==> src/rtl/instr_issue_seq_pkg.sv <==
// Shared definitions for the instruction issue sequencer:
// NOP encoding, FSM state encoding and a phase-width helper.
package instr_issue_seq_pkg;

  localparam logic [31:0] NOP_WORD = 32'h4000_0009;

  typedef enum logic [1:0] {
    S_IDLE  = 2'd0,
    S_ISSUE = 2'd1,
    S_DRAIN = 2'd2,
    S_DONE  = 2'd3
  } state_e;

  function automatic int phase_w(input int hold);
    return (hold > 1) ? $clog2(hold) : 1;
  endfunction

endpackage

==> src/rtl/instr_issue_seq_if.sv <==
// Control/program-load and issue bundle between a driver
// and the instruction issue sequencer.
interface instr_issue_seq_if #(
  parameter int DataSize = 32,
  parameter int AddrSize = 4
);

  logic                load_en;
  logic [AddrSize-1:0] load_addr;
  logic [DataSize-1:0] load_data;
  logic [AddrSize:0]   prog_len;
  logic                start;
  logic                stop;
  logic [DataSize-1:0] instruction;
  logic                issue;
  logic [AddrSize-1:0] pc;
  logic                busy;
  logic                done;

  modport master (
    output load_en, load_addr, load_data,
    output prog_len, start, stop,
    input  instruction, issue, pc, busy, done
  );

  modport slave (
    input  load_en, load_addr, load_data,
    input  prog_len, start, stop,
    output instruction, issue, pc, busy, done
  );

endinterface

==> src/rtl/instr_issue_seq_prog_rom.sv <==
// Program store: register array, synchronous write,
// asynchronous read. Deliberately not reset.
module instr_issue_seq_prog_rom #(
  parameter int DataSize = 32,
  parameter int AddrSize = 4
) (
  input  logic                clk,
  input  logic                we,
  input  logic [AddrSize-1:0] waddr,
  input  logic [DataSize-1:0] wdata,
  input  logic [AddrSize-1:0] raddr,
  output logic [DataSize-1:0] rdata
);

  logic [DataSize-1:0] mem_q [2**AddrSize];

  always_ff @(posedge clk) begin
    if (we) mem_q[waddr] <= wdata;
  end

  assign rdata = mem_q[raddr];

endmodule

==> src/rtl/instr_issue_seq.sv <==
// Steps through a loaded program, holding each word for
// HoldCycles clocks, then drains with NOPs and flags done.
module instr_issue_seq
  import instr_issue_seq_pkg::*;
#(
  parameter int DataSize   = 32,
  parameter int AddrSize   = 4,
  parameter int HoldCycles = 4,
  parameter logic [DataSize-1:0] NopWord =
    DataSize'(NOP_WORD)
) (
  input  logic clk,
  input  logic reset,
  instr_issue_seq_if.slave bus
);

  localparam int PW = phase_w(HoldCycles);
  localparam int LW = AddrSize + 1;
  localparam logic [PW-1:0] PH_LAST =
    PW'(HoldCycles - 1);

  state_e              state_q, state_d;
  logic [AddrSize-1:0] pc_q, pc_d;
  logic [PW-1:0]       phase_q, phase_d;
  logic [LW-1:0]       len_q, len_d;
  logic [DataSize-1:0] instr_q, instr_d;
  logic                issue_q, issue_d;

  logic [AddrSize-1:0] rd_addr;
  logic [DataSize-1:0] rd_data;
  logic busy, go, ph_last, last_word, we;

  assign busy = (state_q == S_ISSUE) ||
                (state_q == S_DRAIN);
  assign go   = bus.start &&
                ((state_q == S_IDLE) ||
                 (state_q == S_DONE));
  assign we   = bus.load_en && !busy;

  assign ph_last   = (phase_q == PH_LAST);
  assign last_word = ({1'b0, pc_q} == len_q - LW'(1));

  // Single read port: word 0 on start, next word mid-run
  assign rd_addr = (state_q == S_ISSUE) ?
                   pc_q + AddrSize'(1) : '0;

  instr_issue_seq_prog_rom #(
    .DataSize (DataSize),
    .AddrSize (AddrSize)
  ) u_rom (
    .clk   (clk),
    .we    (we),
    .waddr (bus.load_addr),
    .wdata (bus.load_data),
    .raddr (rd_addr),
    .rdata (rd_data)
  );

  always_ff @(posedge clk or negedge reset) begin
    if (!reset) begin
      state_q <= S_IDLE;
      pc_q    <= '0;
      phase_q <= '0;
      len_q   <= '0;
      instr_q <= NopWord;
      issue_q <= 1'b0;
    end else begin
      state_q <= state_d;
      pc_q    <= pc_d;
      phase_q <= phase_d;
      len_q   <= len_d;
      instr_q <= instr_d;
      issue_q <= issue_d;
    end
  end

  always_comb begin
    state_d = state_q;
    unique case (state_q)
      S_IDLE: begin
        if (bus.start)
          state_d = (bus.prog_len == '0) ?
                    S_DONE : S_ISSUE;
      end
      S_ISSUE: begin
        if (ph_last && last_word) state_d = S_DRAIN;
      end
      S_DRAIN: begin
        if (ph_last) state_d = S_DONE;
      end
      S_DONE: begin
        if (bus.start)
          state_d = (bus.prog_len == '0) ?
                    S_DONE : S_ISSUE;
        else if (bus.load_en)
          state_d = S_IDLE;
      end
    endcase
    if (bus.stop) state_d = S_IDLE;
  end

  always_comb begin
    pc_d    = pc_q;
    phase_d = phase_q;
    len_d   = len_q;
    instr_d = instr_q;
    issue_d = 1'b0;
    if (bus.stop) begin
      pc_d    = '0;
      phase_d = '0;
      instr_d = NopWord;
    end else if (go) begin
      len_d   = bus.prog_len;
      pc_d    = '0;
      phase_d = '0;
      issue_d = (bus.prog_len != '0);
      instr_d = issue_d ? rd_data : NopWord;
    end else if (state_q == S_ISSUE) begin
      if (!ph_last) begin
        phase_d = phase_q + PW'(1);
      end else begin
        phase_d = '0;
        if (last_word) begin
          instr_d = NopWord;
        end else begin
          pc_d    = pc_q + AddrSize'(1);
          instr_d = rd_data;
          issue_d = 1'b1;
        end
      end
    end else if (state_q == S_DRAIN) begin
      phase_d = ph_last ? '0 : phase_q + PW'(1);
    end
  end

  assign bus.instruction = instr_q;
  assign bus.issue       = issue_q;
  assign bus.pc          = pc_q;
  assign bus.busy        = busy;
  assign bus.done        = (state_q == S_DONE);

endmodule

==> src/flat_wrapper.sv <==
// flat-port wrapper written by rule: the top's interface ports become plain ports
module instr_issue_seq_flat import instr_issue_seq_pkg::*;
#(
  parameter int DataSize   = 32,
  parameter int AddrSize   = 4,
  parameter int HoldCycles = 4,
  parameter logic [DataSize-1:0] NopWord =
    DataSize'(NOP_WORD)
)
  (clk, reset, bus_load_en, bus_load_addr, bus_load_data, bus_prog_len, bus_start, bus_stop, bus_instruction, bus_issue, bus_pc, bus_busy, bus_done);
  instr_issue_seq_if #(.DataSize(DataSize), .AddrSize(AddrSize)) bus_i ();
  input  logic clk;
  input  logic reset;
  input wire logic [$bits(bus_i.load_en)-1:0] bus_load_en;
  input wire logic [$bits(bus_i.load_addr)-1:0] bus_load_addr;
  input wire logic [$bits(bus_i.load_data)-1:0] bus_load_data;
  input wire logic [$bits(bus_i.prog_len)-1:0] bus_prog_len;
  input wire logic [$bits(bus_i.start)-1:0] bus_start;
  input wire logic [$bits(bus_i.stop)-1:0] bus_stop;
  output wire logic [$bits(bus_i.instruction)-1:0] bus_instruction;
  output wire logic [$bits(bus_i.issue)-1:0] bus_issue;
  output wire logic [$bits(bus_i.pc)-1:0] bus_pc;
  output wire logic [$bits(bus_i.busy)-1:0] bus_busy;
  output wire logic [$bits(bus_i.done)-1:0] bus_done;
  assign bus_i.load_en = bus_load_en;
  assign bus_i.load_addr = bus_load_addr;
  assign bus_i.load_data = bus_load_data;
  assign bus_i.prog_len = bus_prog_len;
  assign bus_i.start = bus_start;
  assign bus_i.stop = bus_stop;
  assign bus_instruction = bus_i.instruction;
  assign bus_issue = bus_i.issue;
  assign bus_pc = bus_i.pc;
  assign bus_busy = bus_i.busy;
  assign bus_done = bus_i.done;
  instr_issue_seq #(.DataSize(DataSize), .AddrSize(AddrSize), .HoldCycles(HoldCycles), .NopWord(NopWord)) u_core (.clk(clk), .reset(reset), .bus(bus_i));
endmodule
==> config.mk <==
export PLATFORM = sky130hd
export DESIGN_NAME = instr_issue_seq_flat
export DESIGN_NICKNAME = d
export VERILOG_FILES = /design/src/rtl/instr_issue_seq_pkg.sv /design/src/rtl/instr_issue_seq_if.sv /design/src/rtl/instr_issue_seq_prog_rom.sv /design/src/rtl/instr_issue_seq.sv /design/src/flat_wrapper.sv
export SDC_FILE = /design/constraint.sdc
export NUM_CORES = 1
export LEC_CHECK = 0
export ABC_AREA = 1
export CORE_MARGIN = 8
export CORE_UTILIZATION = 51
export DETAILED_ROUTE_END_ITERATION = 10
export PLACE_DENSITY_LB_ADDON = 0.05
export SLEW_MARGIN = 10
export SYNTH_ARGS = -nofsm -noshare
export SYNTH_HDL_FRONTEND = slang
export SYNTH_SLANG_ARGS = --single-unit
==> constraint.sdc <==
create_clock -name clk -period 3.8 [get_ports clk]
set_input_delay 0.95 -clock clk [delete_from_list [all_inputs] [get_ports clk]]
set_output_delay 0.95 -clock clk [all_outputs]
set_load 0.02 [all_outputs]
==> results.yml, run 1 <==
outcome:
  status: "complete, no violations"
cells_and_area:
  fin_nets: 2069
  area_growth_syn_to_layout_pct: 14.97
  design_area_sq_mm: 0.02596
  drive_above_1_share_pct: 7.461
  stdcell_count: 2656
  final_util_pct: 59.09
  insertedDiodeCount: 0
timing:
  finalSetupViolCount: 0
  finalHoldViolations: 0
  rsz0062_at_grt: "false"
  worst_slew_margin_rel_pct: 31.44
  final_max_slew_viol_count: 0
  clock_skew_ns: 0.01463
  tns_ns: 0
  worst_pin_slew_ns: 1.028
  fmax_mhz: 334.2
  period_share_pct: 78.73
  period_needed_ns: 2.992
detailed_routing:
  firstDrtPassIters: 5
  remaining_drc_errors: 0
  vias: 14620
  wl_per_cell_um: 21.12
  postRouteAntennaNets: 0
  drt-total-wl_um: 56100
  routed_via_density: 5.505
  drt_iter0_markers: 1526
setup_path:
  end_kind: "output pin"
  worstSetupPathType: "flop to output pin"
  crit_chain: "inv_1 > ha_1 > clkdlybuf4s50_1"
  critPathArrivalTime_ns: 2.04
  critPathMaxFanout: 4
  max_stage_delay_ns: 0.62
  path_delay_family: "buffers and inverters"
  critPathRequiredTime_ns: 2.85
  slowest_stage: "clkdlybuf4s50_1"
  crit_buf_inv: 2
  startpoint_type: "flop"
power:
  power_frac_seq_pct: 46.1
  share_comb_of_total_power_pct: 20.3
  clockPowerShare_pct: 33.6
  p_leak_nw: 9.531
  p_per_area_mw_per_mm2: 596.9
  ir_drop_uv: 685.1
  intPower_mw: 10.99
  swShare_pct: 29.05
  power.switching_mw: 4.501
clocking:
  clk_latency_ns: 0.61
  cts.path.max_buffers: 3
  cts_tree: "built"
  htreeDepth: 2
  clk_pin_slew_worst_paths_ns: 0.06
  root_buffer: "clkbuf_16"
  cts_post_setup_buffers_inserted: 0
  cts_buffers: 57
  hold_buffers: 0
  cts.sinks: 558
  cts_resized: 0
yosys:
  syn_area_sq_mm: 0.02258
  syn_area_per_cell_sq_um: 11.69
  synth_nets: 1984
  yosysWarnings: 0
  ys_types: 26
  synthesis.instances: 1931
  ys_ff_latch: 558
  seq_area_frac_synth_pct: 73.22
grt:
  antenna_found_initial: 0
  grt_pass1_wl_um: 86650
  grt_max_degree: 94
  grt_pass1_vias: 14400
  grt_overflow_total: 0
  grt_use_total_pct: 22.23
floorplanning:
  die_area_sq_mm: 0.05126
  core_sq_mm: 0.04393
  chipWidth_um: 226.4
  ios: 85
  start_util_pct: 51.39
  die_h_um: 226.4
  rows: 77
place:
  dp.cells: 2549
  postPlaceCellArea_sq_mm: 0.02422
  place_hpwl_um: 31900
  gp_congestion: 0.7800
  io_buffers: 84
run:
  drv_cap: 0
worst_hold_path:
  hold_class: "primary input to async pin"
[path summary, 6_finish.rpt]
check | from | to | slack, ns | cells after the start
max in group asynchronous | reset | u_core.bus.instruction[28]$_DFFE_PN0P_ | 2.91 | 2
worst min register to register | u_core.bus.instruction[26]$_DFFE_PN0P_ | u_core.bus.instruction[26]$_DFFE_PN0P_ | 0.49 | 2
worst max-delay path | u_core.state_q[0]$_DFFE_PN0P_ | bus_busy | 0.81 | 3
min in group clk | u_core.bus.instruction[26]$_DFFE_PN0P_ | u_core.bus.instruction[26]$_DFFE_PN0P_ | 0.49 | 2
worst min-delay path | reset | u_core.phase_q[0]$_DFFE_PN0P_ | 0.19 | 1
worst max register to register | u_core.state_q[1]$_DFFE_PN0P_ | u_core.bus.instruction[21]$_DFFE_PN0P_ | 0.88 | 9
[per-stage QoR]
stage          hold slack, ns  power (mW)  worst slack, ns
4_1_cts                0.1568       15.64           0.7639
2_1_floorplan          0.4530       9.331           0.6985
5_1_grt                0.1893       16.24           0.6945
6_report               0.1911       15.49           0.8082
3_5_place_dp           0.4775       10.45           0.4337
3_3_place_gp           0.4733       10.41           0.4232
[routing by layer]
layer | vias up | part of all wire [%] | global-route usage, %
met5 | - | 0 | 0
met2 | 427 | 47 | 36.01
met1 | 7212 | 45 | 31.56
met4 | 0 | 1.7 | 5.603
li1 | 6913 | - | -
met3 | 69 | 6.1 | 3.182
[registers in the layout, indices dropped and copies added (netlist names)]
name and count:
u_core.bus.issue 1, u_core.state_q 2, u_core.phase_q 2, u_core.u_rom.mem_q 512, u_core.bus.pc 4, u_core.bus.instruction 32, u_core.len_q 5
[final cells by class]
| cell class | count | area [sq um] |
|---|---|---|
| inverters | 65 | 249.0 |
| fillers | 3642 | 17970 |
| well taps | 592 | 740.7 |
| clock inverters | 14 | 68.82 |
| multi-input cells | 1199 | 5386 |
| repair buffers | 135 | 1319 |
| flip-flops and latches | 558 | 16530 |
| clock buffers | 93 | 1664 |
[placed cells by master, fill, tap and decap left out, types with 7 or more instances in the layout]
cell type | synthesis | routed
clkdlybuf4s50_1 | 0 | 83
o21ai_0 | 10 | 10
inv_1 | 62 | 61
edfxtp_1 | 512 | 512
buf_4 | 19 | 43
nand2_1 | 613 | 611
clkbuf_16 | 0 | 59
nand3_1 | 338 | 338
o21ai_1 | 29 | 29
ha_1 | 7 | 7
nor2_4 | 0 | 18
nor2_1 | 69 | 51
dfrtp_1 | 43 | 43
buf_12 | 0 | 8
a21oi_1 | 121 | 121
clkbuf_1 | 26 | 28
[Yosys cell counts]
| cell | instances | area share (%) |
|---|---|---|
| edfxtp_1 | 512 | 68 |
| dfstp_2 | 3 | 0.35 |
| xor2_1 | 1 | 0.039 |
| nand2_2 | 1 | 0.028 |
| dfrtp_1 | 43 | 4.8 |
| buf_4 | 19 | 0.63 |
| ha_1 | 7 | 0.39 |
| nand4_1 | 3 | 0.083 |
| o21ai_0 | 10 | 0.22 |
| and2_1 | 1 | 0.028 |
| buf_6 | 4 | 0.20 |
| nand3b_1 | 2 | 0.066 |
| inv_1 | 62 | 1.0 |
| nand2_4 | 1 | 0.050 |
| o22ai_1 | 2 | 0.055 |
| nor3_1 | 1 | 0.022 |
| nor2_1 | 69 | 1.1 |
| clkbuf_2 | 1 | 0.022 |
| a21oi_1 | 121 | 2.7 |
| clkbuf_1 | 26 | 0.43 |
| nand2_1 | 613 | 10 |
| inv_2 | 3 | 0.050 |
| buf_2 | 54 | 1.2 |
| o21ai_1 | 29 | 0.64 |
| buf_1 | 5 | 0.083 |
| nand3_1 | 338 | 7.5 |
[worst register-to-register path: cells and delay by family, from the launching register on]
| family | cells | cell delay (ns) |
|---|---|---|
| buffers and inverters | 3 | 1.02 |
| AND/OR/NAND/NOR | 4 | 0.71 |
| adder cells (fa/ha/maj) | 1 | 0.58 |
| flip-flops | 1 | 0.41 |
| AO/OA/AOI/OAI | 1 | 0.12 |
[cell families after synthesis]
| kind of cell | share of synthesized area [%] |
|---|---|
| buf+inv | 3.647 |
| compound gates | 3.602 |
| fa+ha+maj | 0.3879 |
| xor+xnor | 0.03880 |
| simple gates | 19.11 |
| flops | 73.22 |
[power by group through the flow]
| stage | logic (mW) | clock network [mW] | registers (mW) |
|---|---|---|---|
| 2_1_floorplan | 1.92 | 0 | 7.41 |
| 6_report | 3.14 | 5.20 | 7.15 |
| 3_5_place_dp | 3.18 | 0 | 7.27 |
| 5_1_grt | 3.53 | 5.53 | 7.18 |
| 4_1_cts | 3.19 | 5.30 | 7.15 |
| 3_3_place_gp | 3.14 | 0 | 7.26 |
Power figures use the tool's default switching activity.
==> run 2: changes to the inputs <==
==> constraint.sdc (replaced) <==
create_clock -name clk -period 2.85 [get_ports clk]
set_input_delay 0.7125 -clock clk [delete_from_list [all_inputs] [get_ports clk]]
set_output_delay 0.7125 -clock clk [all_outputs]
set_load 0.02 [all_outputs]
==> results.yml, run 2 (synthesized netlist as in run 1, its figures left out) <==
cells_and_area:
  design_area_sq_mm: 0.02667
  drive_above_1_share_pct: 9.021
  stdcell_count: 2676
  top_register: "u_core.u_rom.mem_q"
  final_cell_mix: "nand2_1, edfxtp_1, nand3_1"
  final_common_cell: "nand2_1"
  area_growth_syn_to_layout_pct: 18.12
  insertedDiodeCount: 0
  fin_nets: 2089
  largest_register_ffs: 512
worst_hold_path:
  hold_class: "primary input to async pin"
floorplanning:
  chipWidth_um: 226.4
  start_util_pct: 51.39
  rows: 77
  ios: 85
  die_area_sq_mm: 0.05126
  core_sq_mm: 0.04393
  die_h_um: 226.4
run:
  drv_cap: 0
detailed_routing:
  routed_via_density: 5.574
  postRouteAntennaNets: 0
  firstDrtPassIters: 5
  wl_per_cell_um: 22.35
  drt_iter0_markers: 1514
  remaining_drc_errors: 0
  vias: 14920
  drt-total-wl_um: 59810
clocking:
  cts_tree: "built"
  root_buffer: "clkbuf_16"
  clk_pin_slew_worst_paths_ns: 0.06
  cts_post_setup_buffers_inserted: 0
  cts_buffers: 56
  hold_buffers: 0
  clk_latency_ns: 0.61
  cts.sinks: 558
  cts.path.max_buffers: 3
  cts_resized: 0
  htreeDepth: 2
grt:
  grt_max_degree: 127
  grt_pass1_wl_um: 90210
  grt_overflow_total: 0
  grt_use_total_pct: 23.39
  grt_pass1_vias: 14470
  antenna_found_initial: 0
timing:
  clock_skew_ns: 0.02177
  period_share_pct: 95.98
  rsz0062_at_grt: "false"
  worst_slew_margin_rel_pct: 36.29
  fmax_mhz: 365.6
  period_needed_ns: 2.735
  worst_pin_slew_ns: 0.9498
  hold_ws_ns: 0.2386
  finalSetupViolCount: 0
  finalHoldViolations: 0
  tns_ns: 0
  final_max_slew_viol_count: 0
setup_path:
  startpoint_type: "flop"
  worstSetupPathType: "flop to output pin"
  end_kind: "output pin"
  critPathRequiredTime_ns: 2.14
  critPathMaxFanout: 4
  critPathArrivalTime_ns: 2.02
place:
  gp_congestion: 0.8050
  io_buffers: 84
  dp.cells: 2570
  place_hpwl_um: 34780
  postPlaceCellArea_sq_mm: 0.02472
power:
  power_frac_seq_pct: 44.3
  power_mw: 21.63
  clockPowerShare_pct: 35.6
  intPower_mw: 15.43
  power.switching_mw: 6.201
  p_per_area_mw_per_mm2: 811.0
  p_leak_nw: 9.819
  ir_drop_uv: 695.6
  share_comb_of_total_power_pct: 20.0
  swShare_pct: 28.67
outcome:
  status: "complete, no violations"
-- run 2: changes by cell type in the layout (fill, tap and decap cells not counted), moves of 2 or more --
cell	before	now
clkbuf_8	6	10
clkinv_1	6	4
clkinv_2	6	9
buf_12	8	35
bufinv_16	0	7
clkbuf_1	28	16
buf_4	43	37
-- run 2: final timing paths --
| kind | slack (ns) | endpoint | cells past startpoint | start |
|---|---|---|---|---|
| max in group asynchronous | 1.88 | u_core.bus.instruction[0]$_DFFE_PN1P_ | 2 | reset |
| hold / removal | 0.24 | u_core.len_q[0]$_DFFE_PN0P_ | 1 | reset |
| hold reg to reg | 0.49 | u_core.bus.instruction[13]$_DFFE_PN0P_ | 2 | u_core.bus.instruction[13]$_DFFE_PN0P_ |
| setup reg to reg | 0.25 | u_core.bus.instruction[15]$_DFFE_PN0P_ | 8 | u_core.state_q[1]$_DFFE_PN0P_ |
| setup / recovery | 0.11 | bus_busy | 3 | u_core.state_q[0]$_DFFE_PN0P_ |
| min in group clk | 0.49 | u_core.bus.instruction[13]$_DFFE_PN0P_ | 2 | u_core.bus.instruction[13]$_DFFE_PN0P_ |
-- run 2: routing by layer --
metal	track usage, %	share of wire, %
met5	0	0
met4	8.269	3.0
met3	3.634	6.6
met2	39.27	49
met1	30.82	41
-- run 2: final cells by class --
| type | count | area (sq um) |
|---|---|---|
| clock buffer | 84 | 1649 |
| clock inverter | 22 | 297.8 |
| fill | 3606 | 17270 |
| inverter | 65 | 249.0 |
| multi-input combinational | 1199 | 5386 |
| sequential | 558 | 16530 |
| tap | 592 | 740.7 |
| timing repair buffer | 156 | 1814 |
-- run 2: stage by stage --
step	utilization (%)	setup slack [ns]
6_report	60.70	0.1147
3_3_place_gp	56.27	0.2792
3_5_place_dp	56.27	0.2384
2_1_floorplan	-	-0.1481
5_1_grt	60.70	0.03612
4_1_cts	60.70	0.06446
-- run 2: power groups by stage --
stage / registers [mW] / clock network (mW) / logic, mW
2_1_floorplan: 9.88 / 0 / 2.56
3_3_place_gp: 9.76 / 0 / 4.33
3_5_place_dp: 9.76 / 0 / 4.36
4_1_cts: 9.60 / 7.82 / 4.38
5_1_grt: 9.62 / 8.13 / 4.80
6_report: 9.59 / 7.71 / 4.33
-- run 2: critical path, cell delays in order, from the launching register on --
cell and delay [ns]:
dfrtp_1 0.39, inv_1 0.08, ha_1 0.34, clkdlybuf4s50_1 0.62
==> run 3: changes to the inputs <==
--- a/config.mk
+++ b/config.mk
@@ -6,8 +6,10 @@
 export NUM_CORES = 1
 export LEC_CHECK = 0
 export ABC_AREA = 1
+export ABC_CLOCK_PERIOD_IN_PS = 2850
 export CORE_MARGIN = 8
 export CORE_UTILIZATION = 51
+export CTS_CLUSTER_SIZE = 30
 export DETAILED_ROUTE_END_ITERATION = 10
 export PLACE_DENSITY_LB_ADDON = 0.05
 export SLEW_MARGIN = 10
==> results of run 3 <==
Final layout, timing and power as in run 2 (identical DEF).
